`src/rtl/time_field_counter_if.sv`:
```
// Control/data bundle for one time field: tick/edit/load inputs and value/carry outputs.
// Latency: none (wiring only); outputs are registered inside the counter.
// Backpressure: none; every strobe is a single-cycle pulse, dropped if it loses priority.
// Ports: i_tick, run, up_dn, set_en, clear, inc, dec, load, load_val -> counter;
//        o_time, o_tick, o_zero <- counter.
interface time_field_counter_if #(
  parameter int WIDTH = 7
);
  logic             i_tick;
  logic             run;
  logic             up_dn;
  logic             set_en;
  logic             clear;
  logic             inc;
  logic             dec;
  logic             load;
  logic [WIDTH-1:0] load_val;
  logic [WIDTH-1:0] o_time;
  logic             o_tick;
  logic             o_zero;

  modport master (
    output i_tick, run, up_dn, set_en, clear, inc, dec, load, load_val,
    input  o_time, o_tick, o_zero
  );

  modport slave (
    input  i_tick, run, up_dn, set_en, clear, inc, dec, load, load_val,
    output o_time, o_tick, o_zero
  );
endinterface

```
`src/rtl/time_field_counter.sv`:
```
// Modulo-N time field: tick count up/down with carry/borrow, set-mode edit with auto-repeat, load.
// Latency: 1 cycle from any input event to o_time/o_tick/o_zero.
// Backpressure: none; a lower-priority event in the same cycle is dropped, never deferred.
// Ports: clk, rst (sync active-low), bus (slave modport of time_field_counter_if).
module time_field_counter #(
  parameter int MODULUS     = 60,
  parameter int WIDTH       = 7,
  parameter int INIT_VALUE  = 0,
  parameter int WRAP_DOWN   = 1,
  parameter int REPEAT_DLY  = 50_000_000,
  parameter int REPEAT_RATE = 10_000_000
) (
  input  logic                  clk,
  input  logic                  rst,
  time_field_counter_if.slave   bus
);

  localparam int RMAX = (REPEAT_DLY > REPEAT_RATE) ? REPEAT_DLY : REPEAT_RATE;
  localparam int CW   = $clog2(RMAX + 1);

  localparam logic [WIDTH-1:0] MAXV     = WIDTH'(MODULUS - 1);
  localparam logic [WIDTH-1:0] INITV    = WIDTH'(INIT_VALUE);
  localparam logic [CW-1:0]    DLY_END  = CW'(REPEAT_DLY - 1);
  localparam logic [CW-1:0]    RATE_END = CW'(REPEAT_RATE - 1);

  typedef enum logic [1:0] {IDLE, DELAY, REPEAT} state_t;

  state_t           state, state_nxt;
  logic [CW-1:0]    rcnt, rcnt_nxt;
  logic             dir_up, dir_up_nxt;
  logic             inc_q, dec_q;
  logic             inc_arm, dec_arm;
  logic             inc_rise, dec_rise, both, start, held_ok;
  logic             step, step_up;
  logic [WIDTH-1:0] value, value_nxt;
  logic             carry, carry_nxt;
  logic             zero;

  // A button held through reset must be seen low once before its edge counts,
  // otherwise the cleared edge register would fake a rising edge on release.
  assign inc_rise = bus.inc & ~inc_q & inc_arm;
  assign dec_rise = bus.dec & ~dec_q & dec_arm;
  assign both     = bus.inc & bus.dec;
  assign start    = bus.set_en & ~both & (inc_rise ^ dec_rise);
  assign held_ok  = bus.set_en & ~both & (dir_up ? bus.inc : bus.dec);

  // State register
  always_ff @(posedge clk) begin
    if (!rst) begin
      state   <= IDLE;
      rcnt    <= '0;
      dir_up  <= 1'b0;
      inc_q   <= 1'b0;
      dec_q   <= 1'b0;
      inc_arm <= 1'b0;
      dec_arm <= 1'b0;
    end else begin
      state   <= state_nxt;
      rcnt    <= rcnt_nxt;
      dir_up  <= dir_up_nxt;
      inc_q   <= bus.inc;
      dec_q   <= bus.dec;
      inc_arm <= inc_arm | ~bus.inc;
      dec_arm <= dec_arm | ~bus.dec;
    end
  end

  // Next-state logic
  always_comb begin
    state_nxt  = state;
    rcnt_nxt   = rcnt;
    dir_up_nxt = dir_up;
    case (state)
      IDLE: begin
        if (start) begin
          state_nxt  = DELAY;
          rcnt_nxt   = '0;
          dir_up_nxt = inc_rise;
        end
      end
      DELAY: begin
        if (!held_ok) begin
          state_nxt = IDLE;
          rcnt_nxt  = '0;
        end else if (rcnt == DLY_END) begin
          state_nxt = REPEAT;
          rcnt_nxt  = '0;
        end else begin
          rcnt_nxt = rcnt + CW'(1);
        end
      end
      REPEAT: begin
        if (!held_ok) begin
          state_nxt = IDLE;
          rcnt_nxt  = '0;
        end else if (rcnt == RATE_END) begin
          rcnt_nxt = '0;
        end else begin
          rcnt_nxt = rcnt + CW'(1);
        end
      end
      default: begin
        state_nxt = IDLE;
        rcnt_nxt  = '0;
      end
    endcase
  end

  // Output logic: edit step request and its direction
  always_comb begin
    step    = 1'b0;
    step_up = dir_up;
    case (state)
      IDLE: begin
        step    = start;
        step_up = inc_rise;
      end
      DELAY:   step = held_ok & (rcnt == DLY_END);
      REPEAT:  step = held_ok & (rcnt == RATE_END);
      default: step = 1'b0;
    endcase
  end

  // Field value: clear > load > edit step > tick count
  always_comb begin
    value_nxt = value;
    carry_nxt = 1'b0;
    if (bus.clear && bus.set_en) begin
      value_nxt = INITV;
    end else if (bus.load) begin
      value_nxt = (bus.load_val > MAXV) ? MAXV : bus.load_val;
    end else if (step) begin
      // Edits always wrap and never ripple into the next field.
      if (step_up) value_nxt = (value == MAXV) ? '0 : value + WIDTH'(1);
      else         value_nxt = (value == '0) ? MAXV : value - WIDTH'(1);
    end else if (bus.i_tick && bus.run && !bus.set_en) begin
      if (bus.up_dn) begin
        if (value == MAXV) begin
          value_nxt = '0;
          carry_nxt = 1'b1;
        end else begin
          value_nxt = value + WIDTH'(1);
        end
      end else if (value == '0) begin
        if (WRAP_DOWN != 0) begin
          value_nxt = MAXV;
          carry_nxt = 1'b1;
        end
      end else begin
        value_nxt = value - WIDTH'(1);
      end
    end
  end

  always_ff @(posedge clk) begin
    if (!rst) begin
      value <= INITV;
      carry <= 1'b0;
      zero  <= (INITV == '0);
    end else begin
      value <= value_nxt;
      carry <= carry_nxt;
      zero  <= (value_nxt == '0);
    end
  end

  assign bus.o_time = value;
  assign bus.o_tick = carry;
  assign bus.o_zero = zero;

endmodule

```
`src/flat_wrapper.sv`:
```
// flat-port wrapper written by rule: the top's interface ports become plain ports
module time_field_counter_flat 
#(
  parameter int MODULUS     = 60,
  parameter int WIDTH       = 7,
  parameter int INIT_VALUE  = 0,
  parameter int WRAP_DOWN   = 1,
  parameter int REPEAT_DLY  = 50_000_000,
  parameter int REPEAT_RATE = 10_000_000
)
  (clk, rst, bus_i_tick, bus_run, bus_up_dn, bus_set_en, bus_clear, bus_inc, bus_dec, bus_load, bus_load_val, bus_o_time, bus_o_tick, bus_o_zero);
  time_field_counter_if #(.WIDTH(WIDTH)) bus_i ();
  input  logic clk;
  input  logic rst;
  input wire logic [$bits(bus_i.i_tick)-1:0] bus_i_tick;
  input wire logic [$bits(bus_i.run)-1:0] bus_run;
  input wire logic [$bits(bus_i.up_dn)-1:0] bus_up_dn;
  input wire logic [$bits(bus_i.set_en)-1:0] bus_set_en;
  input wire logic [$bits(bus_i.clear)-1:0] bus_clear;
  input wire logic [$bits(bus_i.inc)-1:0] bus_inc;
  input wire logic [$bits(bus_i.dec)-1:0] bus_dec;
  input wire logic [$bits(bus_i.load)-1:0] bus_load;
  input wire logic [$bits(bus_i.load_val)-1:0] bus_load_val;
  output wire logic [$bits(bus_i.o_time)-1:0] bus_o_time;
  output wire logic [$bits(bus_i.o_tick)-1:0] bus_o_tick;
  output wire logic [$bits(bus_i.o_zero)-1:0] bus_o_zero;
  assign bus_i.i_tick = bus_i_tick;
  assign bus_i.run = bus_run;
  assign bus_i.up_dn = bus_up_dn;
  assign bus_i.set_en = bus_set_en;
  assign bus_i.clear = bus_clear;
  assign bus_i.inc = bus_inc;
  assign bus_i.dec = bus_dec;
  assign bus_i.load = bus_load;
  assign bus_i.load_val = bus_load_val;
  assign bus_o_time = bus_i.o_time;
  assign bus_o_tick = bus_i.o_tick;
  assign bus_o_zero = bus_i.o_zero;
  time_field_counter #(.MODULUS(MODULUS), .WIDTH(WIDTH), .INIT_VALUE(INIT_VALUE), .WRAP_DOWN(WRAP_DOWN), .REPEAT_DLY(REPEAT_DLY), .REPEAT_RATE(REPEAT_RATE)) u_core (.clk(clk), .rst(rst), .bus(bus_i));
endmodule
```
`config.mk`:
```
export PLATFORM = sky130hd
export DESIGN_NAME = time_field_counter_flat
export DESIGN_NICKNAME = d
export VERILOG_FILES = /design/src/rtl/time_field_counter_if.sv /design/src/rtl/time_field_counter.sv /design/src/flat_wrapper.sv
export SDC_FILE = /design/constraint.sdc
export NUM_CORES = 1
export LEC_CHECK = 0
export ABC_AREA = 1
export ABC_CLOCK_PERIOD_IN_PS = 1650
export CAP_MARGIN = 20
export CORE_ASPECT_RATIO = 2
export CORE_UTILIZATION = 52
export DETAILED_ROUTE_END_ITERATION = 10
export HOLD_SLACK_MARGIN = 0.1
export PLACE_DENSITY_LB_ADDON = 0.3
export REMOVE_ABC_BUFFERS = 1
export SETUP_SLACK_MARGIN = 0.5
export SLEW_MARGIN = 20
export SYNTH_ARGS = -nofsm -noshare
export SYNTH_HDL_FRONTEND = slang
export SYNTH_SLANG_ARGS = --single-unit
```
`constraint.sdc`:
```
create_clock -name clk -period 1.65 [get_ports clk]
set_input_delay 0.165 -clock clk [delete_from_list [all_inputs] [get_ports clk]]
set_output_delay 0.165 -clock clk [all_outputs]
set_load 0.01 [all_outputs]
```
==> Flow_metrics.wiki, run 1 <==
{| class="wikitable"
! Metric !! Value
|-
| Ports || 26
|-
| Worst endpoint type || register data pin
|-
| Syn_area_per_cell || 6.38 µm²
|-
| First error || [ERROR GRT-0232] Routing congestion too high. Check the congestion heatmap in the GUI.
|-
| Cell accounting for the most synthesized area || sky130_fd_sc_hd__dfxtp_1
|-
| Status || did not finish
|-
| Last stage reached || 5_1_grt
|-
| Count of flip-flops with a built-in enable after synthesis || 0
|-
| CTS Root Buffer Type || sky130_fd_sc_hd__clkbuf_8
|-
| Hold buffer count at cts || 0
|-
| Cell area after synthesis || 0.00290 mm²
|-
| Largest cells by area after synthesis || sky130_fd_sc_hd__dfxtp_1 (29%), sky130_fd_sc_hd__nand2_1 (13%), sky130_fd_sc_hd__nor2_1 (11%)
|-
| All-Layer GR Usage || 0.640
|-
| Area share of the largest cell type after synthesis || 0.290
|-
| Worst-path endpoint after global-route repair_timing || u_core.bus.o_zero$_SDFF_PN1_/D
|-
| Die outline width || 54.8 µm
|-
| Post-synthesis sequential element count || 42
|-
| Most common cell in the netlist || sky130_fd_sc_hd__nand2_1
|-
| Primary FF master, synth || sky130_fd_sc_hd__dfxtp_1
|-
| Part of the Yosys area used for sequential elements || 0.290
|-
| Number of port buffers || 25
|-
| DP HPWL || 7520 µm
|-
| Cells after DPL || 631
|-
| RePlAce Congestion || 0.978
|-
| CTS H-tree depth || 2
|-
| Maximum number of pins on one net before global-route repair || 15
|-
| Number of buffers added by the clock tree synthesis step || 5
|-
| Initial cell density of the core || 0.539
|-
| Mapped Cells || 454
|-
| Post-synth cell types || 40
|-
| Total number of placement rows || 38
|-
| Synthesis Warnings || 0
|-
| Synth cell count leaders || sky130_fd_sc_hd__nand2_1 (98), sky130_fd_sc_hd__nor2_1 (82), sky130_fd_sc_hd__nand3_1 (46)
|-
| Overall die height || 108 µm
|-
| Grt ovf || 25
|-
| Async set-or-reset flop fraction in the synthesized netlist || 0
|-
| Maximum clock insertion buffer count || 2
|-
| Clock Sink Count || 42
|}
-- metrics by stage --
step / util / cell area [µm²] / TNS [ns] / worst slack [ns] / hold WS, ns
after floorplan: - / 2840 / -1.04 / -0.133 / 0.234
after detailed placement: 0.731 / 3930 / -14.20 / -0.479 / 0.443
after CTS: 0.802 / 4310 / -4.81 / -0.225 / 0.254
after global placement: 0.731 / 3930 / -13.03 / -0.472 / 0.438
-- kinds of logic after synthesis --
logic type	count (synthesis)	synth area share
fa+ha+maj	8	0.0346
flops	42	0.290
xor+xnor	16	0.0510
compound gates	52	0.104
buf+inv	63	0.0882
simple gates	273	0.432
-- per-layer routing --
metal / global-route usage / overflow
met1: 0.650 / 2
met2: 0.822 / 15
met3: 0.414 / 0
met4: 0.621 / 8
met5: 0.0444 / 0
-- timing repair --
| item | in CTS |
|---|---|
| pin swaps | 13 |
| gates resized for setup | 88 |
| cloned | 2 |
| buffers inserted | 8 |
| setup endpoints to repair | 47 |
==> run 2, diff against run 1 <==
--- a/config.mk
+++ b/config.mk
@@ -6,15 +6,12 @@
 export NUM_CORES = 1
 export LEC_CHECK = 0
 export ABC_AREA = 1
-export ABC_CLOCK_PERIOD_IN_PS = 1650
+export ABC_CLOCK_PERIOD_IN_PS = 2150
 export CAP_MARGIN = 20
-export CORE_ASPECT_RATIO = 2
-export CORE_UTILIZATION = 52
+export CORE_UTILIZATION = 40
 export DETAILED_ROUTE_END_ITERATION = 10
-export HOLD_SLACK_MARGIN = 0.1
-export PLACE_DENSITY_LB_ADDON = 0.3
+export PLACE_DENSITY_LB_ADDON = 0.15
 export REMOVE_ABC_BUFFERS = 1
-export SETUP_SLACK_MARGIN = 0.5
 export SLEW_MARGIN = 20
 export SYNTH_ARGS = -nofsm -noshare
 export SYNTH_HDL_FRONTEND = slang
==> constraint.sdc (replaced) <==
create_clock -name clk -period 2.15 [get_ports clk]
set_input_delay 0.215 -clock clk [delete_from_list [all_inputs] [get_ports clk]]
set_output_delay 0.215 -clock clk [all_outputs]
set_load 0.01 [all_outputs]
==> Flow_metrics.wiki, run 2 <==
{| class="wikitable"
! Metric !! Value
|-
| Min-Delay Path Class || flop to flop
|-
| Total via count after detailed routing || 2981
|-
| Mapped Cells || 454
|-
| Worst Path Buf+Inv || 1
|-
| CTS H-tree depth || 2
|-
| Total number of placement rows || 30
|-
| Number of global-route vias before repair || 2798
|-
| Hold-critical path endpoint || u_core.dec_arm
|-
| Final Hold Violating Endpoints || 0
|-
| Synth cell count leaders || sky130_fd_sc_hd__nand2_1 (98), sky130_fd_sc_hd__nor2_1 (82), sky130_fd_sc_hd__nand3_1 (46)
|-
| Overall die height || 87.1 µm
|-
| Number of buffers added by the clock tree synthesis step || 5
|-
| Top routing layer used || met4
|-
| Number of port buffers || 25
|-
| Headroom to the max-slew limit || 0.762
|-
| Total DRC errors in the routed layout || 0
|-
| Worst r2r src || u_core.rcnt[0]
|-
| Power per standard cell area || 737 mW/mm²
|-
| Most frequent cells in the layout || sky130_fd_sc_hd__nand2_1 (98), sky130_fd_sc_hd__nor2_1 (78), sky130_fd_sc_hd__nand3_1 (44)
|-
| DRT iter0 DRCs || 152
|-
| Kind of critical path || flop to flop
|-
| WHS || 0.454 ns
|-
| Ports || 26
|-
| Critical Path Fanout Max || 6
|-
| Async set-or-reset flop fraction in the synthesized netlist || 0
|-
| Synthesis Warnings || 0
|-
| Worst EP arrival || 2.21 ns
|-
| Routed wire length per instance || 12.1 µm
|-
| Status || finished clean
|-
| Delay-heaviest family, CP || simple AND/OR/NAND/NOR gates
|-
| Sum of routed wire segments on met1 || 3330 µm
|-
| CORE AREA || 0.00691 mm²
|-
| First-pass GRT wire length || 12600 µm
|-
| Total power || 2.70 mW
|-
| Clock tree from TritonCTS || built
|-
| Number of nets in the finished design || 536
|-
| Hold depth || 2
|-
| Worst Path Required || 2.39 ns
|-
| Grt ovf || 0
|-
| Met3 WL || 207 µm
|-
| DP HPWL || 5780 µm
|-
| Crit-path slowest cell || sky130_fd_sc_hd__dfxtp_4
|-
| Met2 Routed Length || 3700 µm
|-
| All-Layer GR Usage || 0.210
|-
| Minimum period implied by the final worst setup slack || 1.97 ns
|-
| Area share of the largest cell type after synthesis || 0.290
|-
| P&R area growth vs syn || 26.4%
|-
| RePlAce Congestion || 0.856
|-
| Primary FF master, synth || sky130_fd_sc_hd__dfxtp_1
|-
| CTS Root Buffer Type || sky130_fd_sc_hd__clkbuf_8
|-
| Final clock period utilization by the worst path || 0.915
|-
| Initial cell density of the core || 0.419
|-
| Number of maximum-capacitance violations || 0
|-
| Cell area after synthesis || 0.00290 mm²
|-
| Detailed Route WL || 7360 µm
|-
| Worst reg2reg path endpoint || u_core.bus.o_zero
|-
| Type of destination of the critical path || flop
|-
| Number of vias per cell || 4.90
|-
| Delay of the slowest cell on the worst path || 0.37 ns
|-
| Number of endpoints failing setup at the final stage || 0
|-
| Most common cell after layout, fill and taps aside || sky130_fd_sc_hd__nand2_1
|-
| Leakage Power || 1.50 nW
|-
| Largest cells by area after synthesis || sky130_fd_sc_hd__dfxtp_1 (29%), sky130_fd_sc_hd__nand2_1 (13%), sky130_fd_sc_hd__nor2_1 (11%)
|-
| Post-synthesis sequential element count || 42
|-
| Syn_area_per_cell || 6.38 µm²
|-
| Top cell by count, worst path || sky130_fd_sc_hd__nand2_1
|-
| Share of cells above drive strength 1 || 0.188
|-
| IR drop worst, VDD || 0.449 mV
|-
| Cell-by-cell trace of the critical path || ha_4 > nand3_4 > inv_2 > nand2_1 > nor2_2 > nand2_1 > nand2_1 > nand3_2 > nand2_4 > nand2_4 > nand2_1 > nand3_1 > nand2_1 > nand2_1 > nor2_1 > nand2_1 > nand2_1
|-
| Max-slew violation count || 0
|-
| Max FFs per register || 26
|-
| Slew of the pin with the lowest slew margin || 0.355 ns
|-
| Max Clock Freq || 508 MHz
|-
| Register-to-register path setup slack || 0.18 ns
|-
| Maximum clock insertion buffer count || 2
|-
| Count of flip-flops with a built-in enable after synthesis || 0
|-
| Full die area || 0.00758 mm²
|-
| Setup tns final || 0 ns
|-
| Cell accounting for the most synthesized area || sky130_fd_sc_hd__dfxtp_1
|-
| Part of the Yosys area used for sequential elements || 0.290
|-
| # diodes || 0
|-
| Top reg by flops || u_core.rcnt
|-
| Post-synth cell types || 40
|-
| Start point of the worst hold path || u_core.dec_arm
|-
| Clock edge transition at the registers on the reported setup and hold paths || 0.09 ns
|-
| Number of routed nets with antenna violations || 0
|-
| Clk_skew || 0.00964 ns
|-
| Crit start category || flop
|-
| Number of antenna violations at the first check in global routing || 0
|-
| Critical path startpoint || u_core.rcnt[0]
|-
| Hold buffer count at cts || 0
|-
| Worst Reg-to-Reg Cells || 17
|-
| Clock network latency to the later pin of the worst-skew pair || 0.30 ns
|-
| Maximum number of pins on one net before global-route repair || 16
|-
| Clock Sink Count || 42
|-
| First-pass iteration count of the detailed router || 4
|-
| Most common cell in the netlist || sky130_fd_sc_hd__nand2_1
|-
| Die outline width || 87.1 µm
|}
[run 2: cell counts after synthesis]
No cell type changed its count.
[run 2: per-layer routing]
layer | track usage | vias up
met5 | 0 | -
met4 | 0.0621 | 0
met3 | 0.0313 | 14
met2 | 0.380 | 55
met1 | 0.255 | 1324
li1 | - | 1588
[run 2: logic make-up (layout without fill, tap and decap cells)]
logic type	Yosys count	count (layout)	synth area share
buffers and inverters	63	120	0.0882
XOR/XNOR	16	16	0.0510
AND/OR/NAND/NOR	273	274	0.432
adder cells (fa/ha/maj)	8	8	0.0346
flip-flops	42	42	0.290
AO/OA/AOI/OAI	52	52	0.104
[run 2: where the power goes]
part	total, mW	switching (mW)	internal, mW
clock	0.634	0.288	0.346
sequential	0.912	0.0666	0.845
combinational	1.15	0.662	0.490
total	2.70	1.02	1.68
[run 2: cell type report]
type	instances	area, µm²
fill	719	3250
multi-input combinational	350	1860
sequential	42	853
timing repair buffer	59	518
inverter	53	199
tap	96	120
clock buffer	5	68.8
clock inverter	3	45.0
[run 2: worst max-delay path by stage]
| stage | end | slack (ns) | cells past startpoint |
|---|---|---|---|
| 6_report | u_core.bus.o_zero | 0.18 | 17 |
| 5_1_grt | u_core.bus.o_zero | -0.004 | 16 |
| 4_1_cts | u_core.bus.o_zero | 0.07 | 17 |
| 3_5_place_dp | u_core.bus.o_zero | -0.01 | 13 |
| 3_3_place_gp | u_core.bus.o_zero | -0.02 | 14 |
| 2_1_floorplan | u_core.rcnt[13] | 0.37 | 13 |
[run 2: what timing repair did]
item | 4_1_cts | 5_1_grt
gates resized for setup | 0 | 22
setup endpoints to repair | 0 | 20
endpoints found under the hold margin | 0 | 0
setup buffers | 0 | 5
[run 2: tightest hold or removal path: stages, from the launching register on]
cell and delay [ns]:
sky130_fd_sc_hd__dfxtp_1 0.32, sky130_fd_sc_hd__inv_1 0.05, sky130_fd_sc_hd__a21oi_1 0.05
[run 2: per-stage QoR]
| stage | worst slack, ns | instance area [µm²] | utilization | instances |
|---|---|---|---|---|
| 6_report | 0.183 | 3660 | 0.530 | 608 |
| 5_1_grt | -0.00431 | 3660 | 0.530 | 608 |
| 4_1_cts | 0.0746 | 3550 | 0.514 | 602 |
| 3_5_place_dp | -0.0145 | 3440 | 0.498 | 594 |
| 3_3_place_gp | -0.0188 | 3440 | 0.498 | 594 |
| 2_1_floorplan | 0.367 | 2840 | - | 444 |
No activity file was read; power rests on OpenSTA's default activity.
